## config.mk

```make
export PLATFORM = sky130hd
export DESIGN_NAME = branch_unit
export DESIGN_NICKNAME = d
export VERILOG_FILES = /design/src/rtl/branch_unit.sv
export SDC_FILE = /design/constraint.sdc
export NUM_CORES = 1
export LEC_CHECK = 0
export ABC_AREA = 1
export CAP_MARGIN = 20
export CORE_MARGIN = 4
export CORE_UTILIZATION = 45
export DETAILED_ROUTE_END_ITERATION = 7
export PLACE_DENSITY = 0.67
export REMOVE_ABC_BUFFERS = 1
export SKIP_LAST_GASP = 1
export SLEW_MARGIN = 40
export SYNTH_ARGS = -nofsm -noshare
export SYNTH_HDL_FRONTEND = slang
export SYNTH_SLANG_ARGS = --single-unit
```

## constraint.sdc

```tcl
create_clock -name clk -period 3.41 [get_ports clk]
set_input_delay 0.682 -clock clk [delete_from_list [all_inputs] [get_ports clk]]
set_output_delay 0.682 -clock clk [all_outputs]
set_load 0.02 [all_outputs]
```

## src/rtl/branch_unit.sv

```systemverilog
// Branch resolve: decides in IDLE, drives registered redirect/flush/clr_flag one cycle later.
// No backpressure: valid_in is ignored during the REDIRECT and SHADOW squash slots.
module branch_unit (
  input  logic       clk,
  input  logic       rst,
  input  logic       valid_in,
  input  logic [3:0] br_type,
  input  logic       Z,
  input  logic       N,
  input  logic       C,
  input  logic       V,
  input  logic [7:0] target,
  input  logic [7:0] pc_next,
  output logic       redirect,
  output logic [7:0] pc_target,
  output logic       flush,
  output logic [3:0] clr_flag,
  output logic       stk_err
);

  localparam logic [3:0] BR_JZ   = 4'b0001;
  localparam logic [3:0] BR_JN   = 4'b0010;
  localparam logic [3:0] BR_JC   = 4'b0011;
  localparam logic [3:0] BR_JV   = 4'b0100;
  localparam logic [3:0] BR_LOOP = 4'b0101;
  localparam logic [3:0] BR_JMP  = 4'b0110;
  localparam logic [3:0] BR_CALL = 4'b0111;
  localparam logic [3:0] BR_RET  = 4'b1000;

  typedef enum logic [1:0] {IDLE, REDIRECT, SHADOW} state_t;

  state_t     state;
  logic [7:0] stack [4];
  logic [2:0] cnt;

  logic       decide;
  logic       taken;
  logic       push;
  logic       pop;
  logic       stk_fault;
  logic [3:0] clr_nxt;
  logic [7:0] dest;
  logic [1:0] top_idx;

  assign decide  = valid_in && (state == IDLE);
  // Count 1..4 maps to top entries 0..3; the 2-bit wrap handles count 4.
  assign top_idx = cnt[1:0] - 2'd1;

  always_comb begin
    taken     = 1'b0;
    push      = 1'b0;
    pop       = 1'b0;
    stk_fault = 1'b0;
    clr_nxt   = 4'b0000;
    dest      = target;
    case (br_type)
      BR_JZ:   begin taken = Z; clr_nxt = 4'b0001; end
      BR_JN:   begin taken = N; clr_nxt = 4'b0010; end
      BR_JC:   begin taken = C; clr_nxt = 4'b0100; end
      BR_JV:   begin taken = V; clr_nxt = 4'b1000; end
      BR_LOOP: taken = !Z;
      BR_JMP:  taken = 1'b1;
      BR_CALL: begin
        taken = 1'b1;
        if (cnt == 3'd4) stk_fault = 1'b1;
        else             push      = 1'b1;
      end
      BR_RET: begin
        // An empty-stack return is a fault and falls through as not-taken.
        if (cnt == 3'd0) begin
          stk_fault = 1'b1;
        end else begin
          taken = 1'b1;
          pop   = 1'b1;
          dest  = stack[top_idx];
        end
      end
      default: taken = 1'b0;
    endcase
  end

  always_ff @(posedge clk) begin
    if (rst && decide && push) stack[cnt[1:0]] <= pc_next;
  end

  always_ff @(posedge clk) begin
    if (!rst) begin
      state     <= IDLE;
      redirect  <= 1'b0;
      flush     <= 1'b0;
      clr_flag  <= 4'b0000;
      pc_target <= 8'h00;
      stk_err   <= 1'b0;
      cnt       <= 3'd0;
    end else begin
      redirect <= 1'b0;
      clr_flag <= 4'b0000;
      case (state)
        IDLE: begin
          flush <= 1'b0;
          if (decide) begin
            if (push)      cnt     <= cnt + 3'd1;
            if (pop)       cnt     <= cnt - 3'd1;
            if (stk_fault) stk_err <= 1'b1;
            if (taken) begin
              state     <= REDIRECT;
              redirect  <= 1'b1;
              flush     <= 1'b1;
              pc_target <= dest;
              clr_flag  <= clr_nxt;
            end
          end
        end
        REDIRECT: begin
          state <= SHADOW;
          flush <= 1'b1;
        end
        SHADOW: begin
          state <= IDLE;
          flush <= 1'b0;
        end
        default: begin
          state <= IDLE;
          flush <= 1'b0;
        end
      endcase
    end
  end

endmodule

```

==> results.sh <==
export IMPL_status="finished clean"
export IMPL_cts_hold_buffers=0
export IMPL_final_cell_area_um2=3000
export IMPL_design_core_area_um2=5170
export IMPL_synth_ff_type="edfxtp_1"
export IMPL_path_depth=6
export IMPL_insertion_delay_ns=0.31
export IMPL_numPortBuffers=41
export IMPL_vias_per_cell=4.34
export IMPL_routed_wl_um=4650
export IMPL_wire_per_inst_um=11.4
export IMPL_finish_utilization=0.581
export IMPL_async_flop_share=0
export IMPL_startpoint_type="input port"
export IMPL_maxSlewViolCount=0
export IMPL_fill_cells=469
export IMPL_design_portCount=42
export IMPL_gp_routability_congestion=0.790
export IMPL_maxCapViolations=0
export IMPL_ys_warn_count=0
export IMPL_hold_depth=2
export IMPL_die_w_um=81.5
export IMPL_path_clk_slew_ns=0.09
export IMPL_initial_core_util=0.470
export IMPL_peakVddDrop_v=0.000229
export IMPL_htree_num_levels=2
export IMPL_syn2layout_area_growth_pct=23.4
export IMPL_gr_total_overflow=0
export IMPL_grt_pass1_wl_um=7460
export IMPL_cp_top_family="simple AND/OR/NAND/NOR gates"
export IMPL_final_setup_viol_count=0
export IMPL_holdWs_ns=0.471
export IMPL_nets=368
export IMPL_cts_tree="yes"
export IMPL_final_cell_mix="73 x nand2_1, 58 x inv_1, 41 x clkdlybuf4s50_1"
export IMPL_post_dp_hpwl_um=3570
export IMPL_dr_pass1_iters=4
export IMPL_worst_ep_required_time_ns=3.36
export IMPL_synth_seq_area_share=0.559
export IMPL_synth_area_per_cell_um2=8.33
export IMPL_fmax_mhz=406
export IMPL_cp_end_kind="register"
export IMPL_worstMarginPinSlew_ns=0.630
export IMPL_place_area_um2=2920
export IMPL_route_detailed_drc=0
export IMPL_n_antenna_cell=0
export IMPL_dieArea_um2=6650
export IMPL_crit_type="in -> reg"
export IMPL_grtUsageTotal=0.153
export IMPL_slowest_delay_ns=0.55
export IMPL_slowest_stage="nor2_1"
export IMPL_synth_edf_count=32
export IMPL_drive_above_1_share=0.0714
export IMPL_cts_buffers=5
export IMPL_leakage_nw=1.34
export IMPL_hold_path_class="reg -> reg"
export IMPL_die_y_um=81.5
export IMPL_cp_num_buf_inv=2
export IMPL_relSlewSlack=0.578
export IMPL_cpMostUsedCell="nor2_1"
export IMPL_synth_seq_cells=52
export IMPL_antenna_found_initial=0
export IMPL_ant_nets=0
export IMPL_post_cts_buffers=0
export IMPL_worstPathMaxFanout=8
export IMPL_fin_worst_skew_ns=0.00815
export IMPL_syn_inst=292
export IMPL_fin_crit_ns=2.46
export IMPL_drtIter0Drc=81
export IMPL_synth_area_um2=2430
export IMPL_p_per_area_nw_per_um2=383
export IMPL_routed_via_count=1764
export IMPL_rsz0062_at_grt="no"
export IMPL_cts_resized_gates=0
export IMPL_grt_max_degree=22
export IMPL_rows=26
export IMPL_period_share=0.723
export IMPL_yosysUniqueCellTypes=23
export IMPL_final_common_cell="nand2_1"
export IMPL_cts_buffer_depth=2
export IMPL_clk_root_buffer_cell="clkbuf_8"
export IMPL_tns_ns=0
export IMPL_grt_pass1_vias=1549
export IMPL_crit_path_cell_trace="clkdlybuf4s50_1 > inv_1 > nor2_1 > nand3_1 > nand3b_1 > nor2_1"
export IMPL_r2r_slack_ns=0.99
export IMPL_crit_arrival_ns=2.41
export IMPL_cts_sinks=52
export IMPL_hold_violations=0
export IMPL_rr_worst_depth=7
[cell usage after synthesis (2+ instances only)]
cell / instances / area share
a21oi_1: 12 / 0.025
buf_2: 4 / 0.0082
dfxtp_1: 20 / 0.16
edfxtp_1: 32 / 0.39
ha_1: 4 / 0.021
inv_1: 58 / 0.089
inv_2: 4 / 0.0062
nand2_1: 73 / 0.11
nand3_1: 32 / 0.066
nor2_1: 33 / 0.051
nor2_2: 6 / 0.015
nor2_4: 2 / 0.0093
o21ai_0: 2 / 0.0041
[through the flow]
stage	total power [mW]	setup slack (ns)	instances
CTS	1.16	0.958	406
global placement	0.833	0.652	399
floorplan	0.763	0.967	285
global route	1.21	0.817	406
finish	1.15	0.946	406
detailed placement	0.832	0.635	399
[cells by family (layout without fill, tap and decap cells)]
kind of cell             count (synthesis)  after routing  share of synthesized area
adder cells (fa/ha/maj)                  5              5                     0.0288
XOR/XNOR                                 1              1                    0.00360
AO/OA/AOI/OAI                           15             15                     0.0314
flip-flops                              52             52                      0.559
buffers and inverters                   69            113                      0.110
AND/OR/NAND/NOR                        150            150                      0.267
[cell type report]
| class | instances | area (µm²) | share of cell area |
|---|---|---|---|
| clock buffer | 5 | 68.8 | 0.0229 |
| clock inverter | 2 | 16.3 | 0.00541 |
| inverter | 62 | 233 | 0.0775 |
| multi-input combinational | 171 | 805 | 0.268 |
| sequential | 52 | 1360 | 0.453 |
| tap | 70 | 87.6 | 0.0292 |
| timing repair buffer | 44 | 433 | 0.144 |
[report_power, final]
part           switching [mW]  leakage (nW)  internal (mW)
Sequential            0.00454         0.450          0.676
Clock                   0.192        0.0406          0.143
Combinational          0.0729         0.849         0.0637
[layer usage]
metal / up-vias / share of wire / routed length, µm / global-route usage
met5: - / 0 / 0 / 0
li1: 982 / - / - / -
met4: 0 / 0.022 / 100 / 0.0608
met3: 11 / 0.049 / 227 / 0.0373
met2: 42 / 0.46 / 2160 / 0.251
met1: 729 / 0.47 / 2160 / 0.195
[worst paths after layout]
path | from | endpoint
hold / removal | state[0] | state[1]
setup reg to reg | cnt[0] | stack[0][4]
setup / recovery | br_type[2] | stack[0][4]
hold reg to reg | state[0] | state[1]
[state kept, by name (all words and copies together), names as in the netlist]
register and flops:
state 2, redirect 1, cnt 3, clr_flag 4
pc_target 8, stk_err 1, stack 32, flush 1
[worst min-delay path, cell delays in order (launching register included)]
cell	delay [ns]
dfxtp_1	0.32
nand2_1	0.08
nor2_1	0.04
Power figures use the tool's default switching activity.
